**config.mk**
```make
export PLATFORM = sky130hd
export DESIGN_NAME = pixel_shift_buffer
export DESIGN_NICKNAME = d
export VERILOG_FILES = /design/src/rtl/pixel_shift_buffer.sv
export SDC_FILE = /design/constraint.sdc
export NUM_CORES = 1
export LEC_CHECK = 0
export CAP_MARGIN = 20
export CORE_ASPECT_RATIO = 1.1
export CORE_UTILIZATION = 33
export CTS_CLUSTER_SIZE = 14
export DETAILED_ROUTE_END_ITERATION = 16
export MAX_ROUTING_LAYER = met4
export PLACE_DENSITY_LB_ADDON = 0.12
export SLEW_MARGIN = 20
export SYNTH_ARGS = -nofsm -noshare
export SYNTH_HDL_FRONTEND = slang
export SYNTH_SLANG_ARGS = --single-unit
```
**constraint.sdc**
```tcl
create_clock -name clk -period 2.71 [get_ports clk]
set_input_delay 0.813 -clock clk [delete_from_list [all_inputs] [get_ports clk]]
set_output_delay 0.813 -clock clk [all_outputs]
set_load 0.1 [all_outputs]
```
**src/rtl/pixel_shift_buffer.sv**
```systemverilog
// Double-buffered pixel serialiser: a one-byte holding register feeds a
// shifter that emits 1/2/4-bit colour codes MSB-first. Each pixel is stretched
// by a programmable divider, and an empty shifter with no waiting byte is
// flagged as an underrun.
module pixel_shift_buffer #(
  parameter int DATA_W  = 8,
  parameter int MAX_BPP = 4,
  parameter int DIV_W   = 2
) (
  input  logic               clk,
  input  logic               reset,
  input  logic               enable,
  input  logic [DATA_W-1:0]  in_data,
  input  logic               load_valid,
  output logic               load_ready,
  input  logic [1:0]         bpp_sel,
  input  logic [DIV_W-1:0]   pix_div,
  output logic [MAX_BPP-1:0] pix,
  output logic               pix_valid,
  output logic               underrun,
  output logic               underrun_st
);

  localparam int CNT_W = $clog2(DATA_W + 1);

  typedef enum logic [1:0] {BPP1, BPP2, BPP4} bpp_t;

  // Holding register
  logic [DATA_W-1:0] hold_data;
  logic              hold_full;

  // Shifter
  logic [DATA_W-1:0] sh_data;
  bpp_t              sh_bpp;
  logic [DIV_W-1:0]  sh_div;
  logic [CNT_W-1:0]  px_left;
  logic [DIV_W-1:0]  div_cnt;

  // Combinational helpers
  bpp_t              bpp_dec;
  logic [CNT_W-1:0]  px_per_byte;
  logic [DATA_W-1:0] sh_shifted;
  logic [3:0]        pix_raw;
  logic              active;
  logic              step;
  logic              finishing;
  logic              transfer;

  assign active    = (px_left != '0);
  assign step      = active && (div_cnt == sh_div);
  assign finishing = step && (px_left == CNT_W'(1));
  // The shifter only takes a new byte when idle or on its final pixel clock.
  assign transfer  = enable && hold_full && (!active || finishing);

  // Decode the requested pixel depth; 4bpp only exists for 4-bit colour codes.
  always_comb begin
    // NOTE: every always_comb output gets a default first so no latch is inferred.
    bpp_dec     = BPP1;
    px_per_byte = CNT_W'(DATA_W);
    case (bpp_sel)
      2'b01: begin
        bpp_dec     = BPP2;
        px_per_byte = CNT_W'(DATA_W / 2);
      end
      2'b10: begin
        if (MAX_BPP == 4) begin
          bpp_dec     = BPP4;
          px_per_byte = CNT_W'(DATA_W / 4);
        end
      end
      default: ;
    endcase
  end

  // Select the current top pixel and the shifted-up data for the next pixel.
  always_comb begin
    pix_raw    = 4'd0;
    sh_shifted = sh_data;
    case (sh_bpp)
      BPP1: begin
        pix_raw    = {3'd0, sh_data[DATA_W-1]};
        sh_shifted = {sh_data[DATA_W-2:0], 1'b0};
      end
      BPP2: begin
        pix_raw    = {2'd0, sh_data[DATA_W-1 -: 2]};
        sh_shifted = {sh_data[DATA_W-3:0], 2'b00};
      end
      BPP4: begin
        pix_raw    = sh_data[DATA_W-1 -: 4];
        sh_shifted = {sh_data[DATA_W-5:0], 4'h0};
      end
      default: ;
    endcase
  end

  assign pix_valid = active;
  assign pix       = active ? pix_raw[MAX_BPP-1:0] : '0;

  // Holding register and ready handshake; keeps running while blanked.
  always_ff @(posedge clk) begin
    // NOTE: state is updated with non-blocking assignments so all registers
    // see the same pre-edge values.
    if (reset) begin
      hold_full  <= 1'b0;
      load_ready <= 1'b1;
    end else if (transfer) begin
      hold_full  <= 1'b0;
      load_ready <= 1'b1;
    end else if (load_valid && load_ready) begin
      hold_full  <= 1'b1;
      load_ready <= 1'b0;
    end
  end

  // Capture accepted bytes.
  always_ff @(posedge clk) begin
    // NOTE: pure data registers are not reset; the full/count flags gate them.
    if (load_valid && load_ready && !transfer) begin
      hold_data <= in_data;
    end
  end

  // Shifter control: counters, byte transfer, flush on blanking.
  always_ff @(posedge clk) begin
    if (reset) begin
      px_left <= '0;
      div_cnt <= '0;
      sh_bpp  <= BPP1;
      sh_div  <= '0;
    end else if (!enable) begin
      px_left <= '0;
      div_cnt <= '0;
    end else if (transfer) begin
      px_left <= px_per_byte;
      div_cnt <= '0;
      sh_bpp  <= bpp_dec;
      sh_div  <= pix_div;
    end else if (step) begin
      px_left <= px_left - CNT_W'(1);
      div_cnt <= '0;
    end else if (active) begin
      div_cnt <= div_cnt + DIV_W'(1);
    end
  end

  // Shifter data path.
  always_ff @(posedge clk) begin
    if (transfer) begin
      sh_data <= hold_data;
    end else if (enable && step) begin
      sh_data <= sh_shifted;
    end
  end

  // Underrun pulse and sticky flag: last pixel ended with nothing waiting.
  always_ff @(posedge clk) begin
    if (reset) begin
      underrun    <= 1'b0;
      underrun_st <= 1'b0;
    end else begin
      underrun <= enable && finishing && !hold_full;
      if (enable && finishing && !hold_full) begin
        underrun_st <= 1'b1;
      end
    end
  end

endmodule

```
### Word level (Yosys, flattened, before mapping)

Cells that the tools add are included.

* memory bits (writable): 0
* memory bits (read-only): 0
* output and inout port bits: 8
* register bits: 30
* input port bits: 16
* memories kept: 0
* logic and storage cells: 51
* latch bits: 0

* mux-type cells: 9
* shifts and indexed selects: 0
* multiply operators: 0
* $add $sub $neg: 2
* div/mod/pow operators: 0
* bitwise operators: 1
* reductions and logical operators: 23
* order comparisons: 0
* equality and inequality tests: 6

Operator list (count)
* one-hot mux 8 bit (3 select lines): 1
* 2-to-1 mux 8 bit: 2
* 2-to-1 mux 4 bit: 3
* one-hot mux 4 bit (3 select lines): 1
* logical AND 1 bit: 9
* one-hot mux 4 bit (2 select lines): 1
* nonzero test 4 bit: 2
* == test 2 x 1 -> 1 bit, second input constant: 2
* == test 2 bit, second input constant: 2
* == test 4 x 1 -> 1 bit, second input constant: 1
* one-hot mux 2 bit (2 select lines): 1
* AND reduction 2 bit: 2
* nonzero test 2 bit: 2
* OR reduction 2 bit: 2
* OR reduction 4 bit: 1
* subtractor 4 x 1 -> 4 bit, second input constant: 1
* zero test 1 bit: 3
* adder 2 x 1 -> 2 bit, second input constant: 1
* == test 2 bit: 1
* zero test 2 bit: 1
* logical OR 1 bit: 1
* NOT 1 bit: 1

### Logic depth before layout (Yosys ltp)

* word-level depth: 7
* mapped depth: 7
* gate-level depth less buffers: 7

### Least setup slack after synthesis

No wires, ideal clock.

* path type: flip-flop to output port
* from: register sh_bpp[1]
* to: output port pix[0]
* cell stages (with the launch flop): 6
* required time: 1.897 ns
* data arrival time: 2.860 ns
* path buffers: 1
* setup slack: -0.963 ns
* cell sequence: dfxtp_1 > inv_1 > ha_1 > clkbuf_1 > a222oi_1 > nor3_1

* longest elaborated chain between the ends: 3
* elaborated cells between the ends (all ways): 5
* classes of those cells: eq/ne: 2; mux: 2; reduce/logical: 1

RTL lines
* start, declared: line 34 `bpp_t sh_bpp;`
* start signal, assigned: line 136 `sh_bpp <= bpp_dec;`
* == test 2 bit (tied with other cells): line 79 `case (sh_bpp)`
* one-hot mux 4 bit (3 select lines) *: line 79
* 2-to-1 mux 4 bit *: line 97 `assign pix = active ? pix_raw[MAX_BPP-1:0] : '0;`
* end, declared: line 18 `output logic [MAX_BPP-1:0] pix,`

Mark *: on every way between the ends. The rest lies on a longest branch, timed or not.

### Worst setup path in the final report

* from: register sh_bpp[0]
* to: output port pix[0]

Same word-level chain as after synthesis.

==> impl_metrics.xml <==
<?xml version="1.0" encoding="UTF-8"?>
<metrics>
  <group name="worst_setup_path">
    <metric name="source_of_the_worst_register_to_register_timing_path" unit="">px_left[0]$_SDFFE_PP0P_</metric>
    <metric name="r2r_slack" unit="ns">0.59</metric>
    <metric name="worstPathBufferInverterCount" unit="">2</metric>
    <metric name="worst-r2r-cell-count" unit="">7</metric>
    <metric name="worst_path_max_delay_cell" unit="">a222oi_1</metric>
    <metric name="critical_path_required" unit="ns">1.90</metric>
    <metric name="critical_path.cell_chain" unit="">inv_1, ha_1, a222oi_1, nor3_2, buf_12</metric>
    <metric name="critPathLaunchType" unit="">flip-flop</metric>
    <metric name="cpPeakStageDelay" unit="ns">0.42</metric>
    <metric name="timing.critical_path.to_type" unit="">output port</metric>
    <metric name="cpLargestDelayFamily" unit="">compound AO/OA/AOI/OAI gates</metric>
    <metric name="worst_path_fanout_max" unit="">8</metric>
    <metric name="critPathArrivalTime" unit="ns">1.70</metric>
    <metric name="setup.worst_path.class" unit="">reg -&gt; out</metric>
    <metric name="r2r_end" unit="">hold_data[7]$_DFFE_PP_</metric>
  </group>
  <group name="sta">
    <metric name="finalHoldViolations" unit="">0</metric>
    <metric name="relSlewSlack" unit="">0.644</metric>
    <metric name="final_cycle_utilization_of_the_critical_path" unit="">0.928</metric>
    <metric name="post_route_minimum_period" unit="ns">2.52</metric>
    <metric name="setup_tns_final" unit="ns">0</metric>
    <metric name="fmaxAchievable" unit="GHz">0.397</metric>
    <metric name="fin_skew" unit="ns">0.00725</metric>
    <metric name="setup_viol" unit="">0</metric>
    <metric name="fin_hold_ws" unit="ns">0.462</metric>
    <metric name="unrepaired_setup_endpoints_after_global_routing" unit="">no</metric>
    <metric name="count_of_final_max_slew_check_failures" unit="">0</metric>
    <metric name="transition_time_of_the_tightest_slew_check_pin" unit="ns">0.530</metric>
  </group>
  <group name="floorplanning">
    <metric name="fp.dieArea" unit="µm²">5150</metric>
    <metric name="core_area" unit="µm²">4650</metric>
    <metric name="std_cell_rows" unit="">26</metric>
    <metric name="die-width" unit="µm">68.5</metric>
    <metric name="io-pin-count" unit="">24</metric>
    <metric name="initial_utilization" unit="">0.345</metric>
    <metric name="chip_height" unit="µm">75.2</metric>
  </group>
  <group name="logic_synthesis">
    <metric name="synth_top_flop_cell" unit="">edfxtp_1</metric>
    <metric name="synth_top_cells_by_area" unit="">edfxtp_1 30%, dfxtp_1 17%, ha_1 7.0%</metric>
    <metric name="synth_nets" unit="">168</metric>
    <metric name="ys_types" unit="">41</metric>
    <metric name="library_cell_occupying_the_most_area_in_the_post_synthesis_netlist" unit="">edfxtp_1</metric>
    <metric name="async_flop_share" unit="">0</metric>
    <metric name="yosysWarnings" unit="">0</metric>
    <metric name="synth-edff-count" unit="">16</metric>
    <metric name="synth_sequential_area_ratio" unit="">0.474</metric>
    <metric name="ffs_latches_synth" unit="">30</metric>
    <metric name="yosysTopAreaCellShare" unit="">0.299</metric>
    <metric name="syn-instance-count" unit="">143</metric>
    <metric name="syn-mean-instance-area" unit="µm²">11.2</metric>
    <metric name="netlist_area" unit="µm²">1610</metric>
  </group>
  <group name="layout">
    <metric name="design.final.nets" unit="">199</metric>
    <metric name="area_growth_syn_to_layout" unit="%">29.5</metric>
    <metric name="post-route-cell-area" unit="µm²">2080</metric>
    <metric name="final_cell_mix" unit="">16 x edfxtp_1, 15 x clkdlybuf4s50_1, 14 x a21oi_1, 14 x dfxtp_1</metric>
    <metric name="final_common_cell" unit="">edfxtp_1</metric>
    <metric name="final_std_cells_w_o_fill" unit="">231</metric>
    <metric name="antenna_diode_count" unit="">0</metric>
    <metric name="post_route_cells_drive_above_1_share" unit="">0.223</metric>
  </group>
  <group name="flow_run">
    <metric name="timing.max_cap.violations" unit="">0</metric>
  </group>
  <group name="clocking">
    <metric name="cts-root-buf" unit="">clkbuf_8</metric>
    <metric name="clock_sinks" unit="">30</metric>
    <metric name="clock_pin_slew_reported_for_the_worst_setup_and_hold_paths_after_clock_tree_synthesis" unit="ns">0.06</metric>
    <metric name="tritoncts.num_buffers" unit="">5</metric>
    <metric name="cts_tree" unit="">built</metric>
    <metric name="ctsLongestPathBuffers" unit="">2</metric>
    <metric name="clkLatencyLatePin" unit="ns">0.28</metric>
    <metric name="cts_max_level" unit="">2</metric>
  </group>
  <group name="worst_hold_path">
    <metric name="timing.hold.worst.class" unit="">reg -&gt; reg</metric>
    <metric name="hold_depth" unit="">1</metric>
    <metric name="hold_path_end" unit="">underrun_st$_SDFFE_PP0P_</metric>
    <metric name="hold_start" unit="">underrun_st$_SDFFE_PP0P_</metric>
  </group>
  <group name="place">
    <metric name="gpl.final_weighted_congestion" unit="">0.793</metric>
    <metric name="dp_cells" unit="">222</metric>
    <metric name="hpwlAfterDp" unit="mm">2.59</metric>
    <metric name="port_buffers" unit="">23</metric>
    <metric name="postPlaceCellArea" unit="µm²">1960</metric>
  </group>
  <group name="drt">
    <metric name="drc_errors" unit="">0</metric>
    <metric name="antenna_left" unit="">0</metric>
    <metric name="routed-via-count" unit="">1207</metric>
    <metric name="route.detailed.vias_per_inst" unit="">5.23</metric>
    <metric name="detail_route.first_pass.iterations" unit="">4</metric>
    <metric name="drtIter0Drc" unit="">76</metric>
    <metric name="routedWlPerCell" unit="µm">15.0</metric>
    <metric name="route.final.wire_length" unit="mm">3.46</metric>
  </group>
  <group name="global_route">
    <metric name="global_route.overflow_total" unit="">0</metric>
    <metric name="grt_use_met2" unit="">0.228</metric>
    <metric name="global_route.usage.total" unit="">0.146</metric>
    <metric name="met1_usage" unit="">0.178</metric>
    <metric name="globalRouteMet3Util" unit="">0.0439</metric>
    <metric name="first_global_vias" unit="">1130</metric>
    <metric name="grt_max_degree" unit="">15</metric>
    <metric name="grt_pass1_wl" unit="mm">5.16</metric>
    <metric name="grt_antenna_before_repair" unit="">0</metric>
    <metric name="grt-busiest-layer" unit="">met2</metric>
  </group>
  <group name="pwr">
    <metric name="total_power" unit="mW">1.98</metric>
    <metric name="static-leakage-power" unit="nW">0.764</metric>
    <metric name="pwr_density_cell" unit="nW/µm²">951</metric>
    <metric name="ir_worst_vdd" unit="µV">327</metric>
  </group>
  <group name="status">
    <metric name="outcome" unit="">finished clean</metric>
  </group>
</metrics>
==> registers in the layout, summed over array words and instances, names as in the netlist <==
signal / flops
sh_div: 2
sh_data: 8
load_ready: 1
underrun_st: 1
underrun: 1
div_cnt: 2
hold_data: 8
hold_full: 1
sh_bpp: 2
px_left: 4
==> report_power, final <==
group | total [mW] | switching, mW | internal, mW
Combinational | 0.893 | 0.531 | 0.362
Clock | 0.436 | 0.162 | 0.275
Sequential | 0.646 | 0.0635 | 0.583
Total | 1.98 | 0.756 | 1.22
==> how the worst max path moves through the flow <==
stage	startpoint	endpoint	slack (ns)	cells past startpoint
6_report	sh_bpp[0]$_SDFFE_PP0P_	pix[0]	0.19	5
5_1_grt	sh_bpp[0]$_SDFFE_PP0P_	pix[0]	0.09	5
4_1_cts	px_left[0]$_SDFFE_PP0P_	pix[2]	0.08	6
3_5_place_dp	enable	hold_data[5]$_DFFE_PP_	0.23	4
3_3_place_gp	enable	hold_data[5]$_DFFE_PP_	0.28	4
2_1_floorplan	sh_bpp[1]$_SDFFE_PP0P_	pix[0]	-0.11	5
==> per-layer routing <==
metal / wire, µm / part of all wire / up-vias
met3: 205 / 0.059 / 4
li1: - / - / 598
met1: 1630 / 0.47 / 561
met2: 1590 / 0.46 / 44
met5: 0 / 0 / -
met4: 37 / 0.011 / 0
==> Yosys cell counts, types with 2 or more instances <==
master / count
and3_1: 4
clkbuf_1: 3
ha_1: 9
xnor2_4: 2
nor2_1: 7
inv_1: 7
nand2b_1: 2
nand3_1: 7
a31oi_1: 2
a211oi_1: 2
mux2_4: 3
dfxtp_1: 14
nor3_1: 9
o21ai_0: 9
edfxtp_1: 16
a21oi_1: 14
nand2_1: 3
nor2b_1: 2
mux2i_1: 2
a22oi_1: 5
==> stage by stage <==
stage          setup WS [ns]   util
2_1_floorplan         -0.114      -
3_3_place_gp           0.283  0.422
3_5_place_dp           0.226  0.422
4_1_cts               0.0850  0.445
5_1_grt               0.0855  0.447
6_report               0.194  0.447
==> final cells by class <==
cell class | count | area, µm²
clock buffer | 7 | 76.3
clock inverter | 1 | 30.0
fill | 459 | 2570
inverter | 8 | 30.0
multi-input combinational | 101 | 801
sequential | 30 | 761
tap | 56 | 70.1
timing repair buffer | 28 | 310
==> repair_timing <==
action                                  4_1_cts  5_1_grt
hold buffers                                  0        0
resized for setup                             0        0
buffers inserted                              0        1
hold endpoints to repair                      0        0
endpoints found under the setup margin        0        2
==> kinds of logic after synthesis <==
logic type	synth area share
DFF	0.474
adders and majority gates	0.0701
AOI/OAI and AO/OA	0.167
xor gates and xnor gates	0.0397
muxes	0.0475
and+or+nand+nor	0.167
buffers and inverters	0.0351
(Power assumes the default switching activity.)
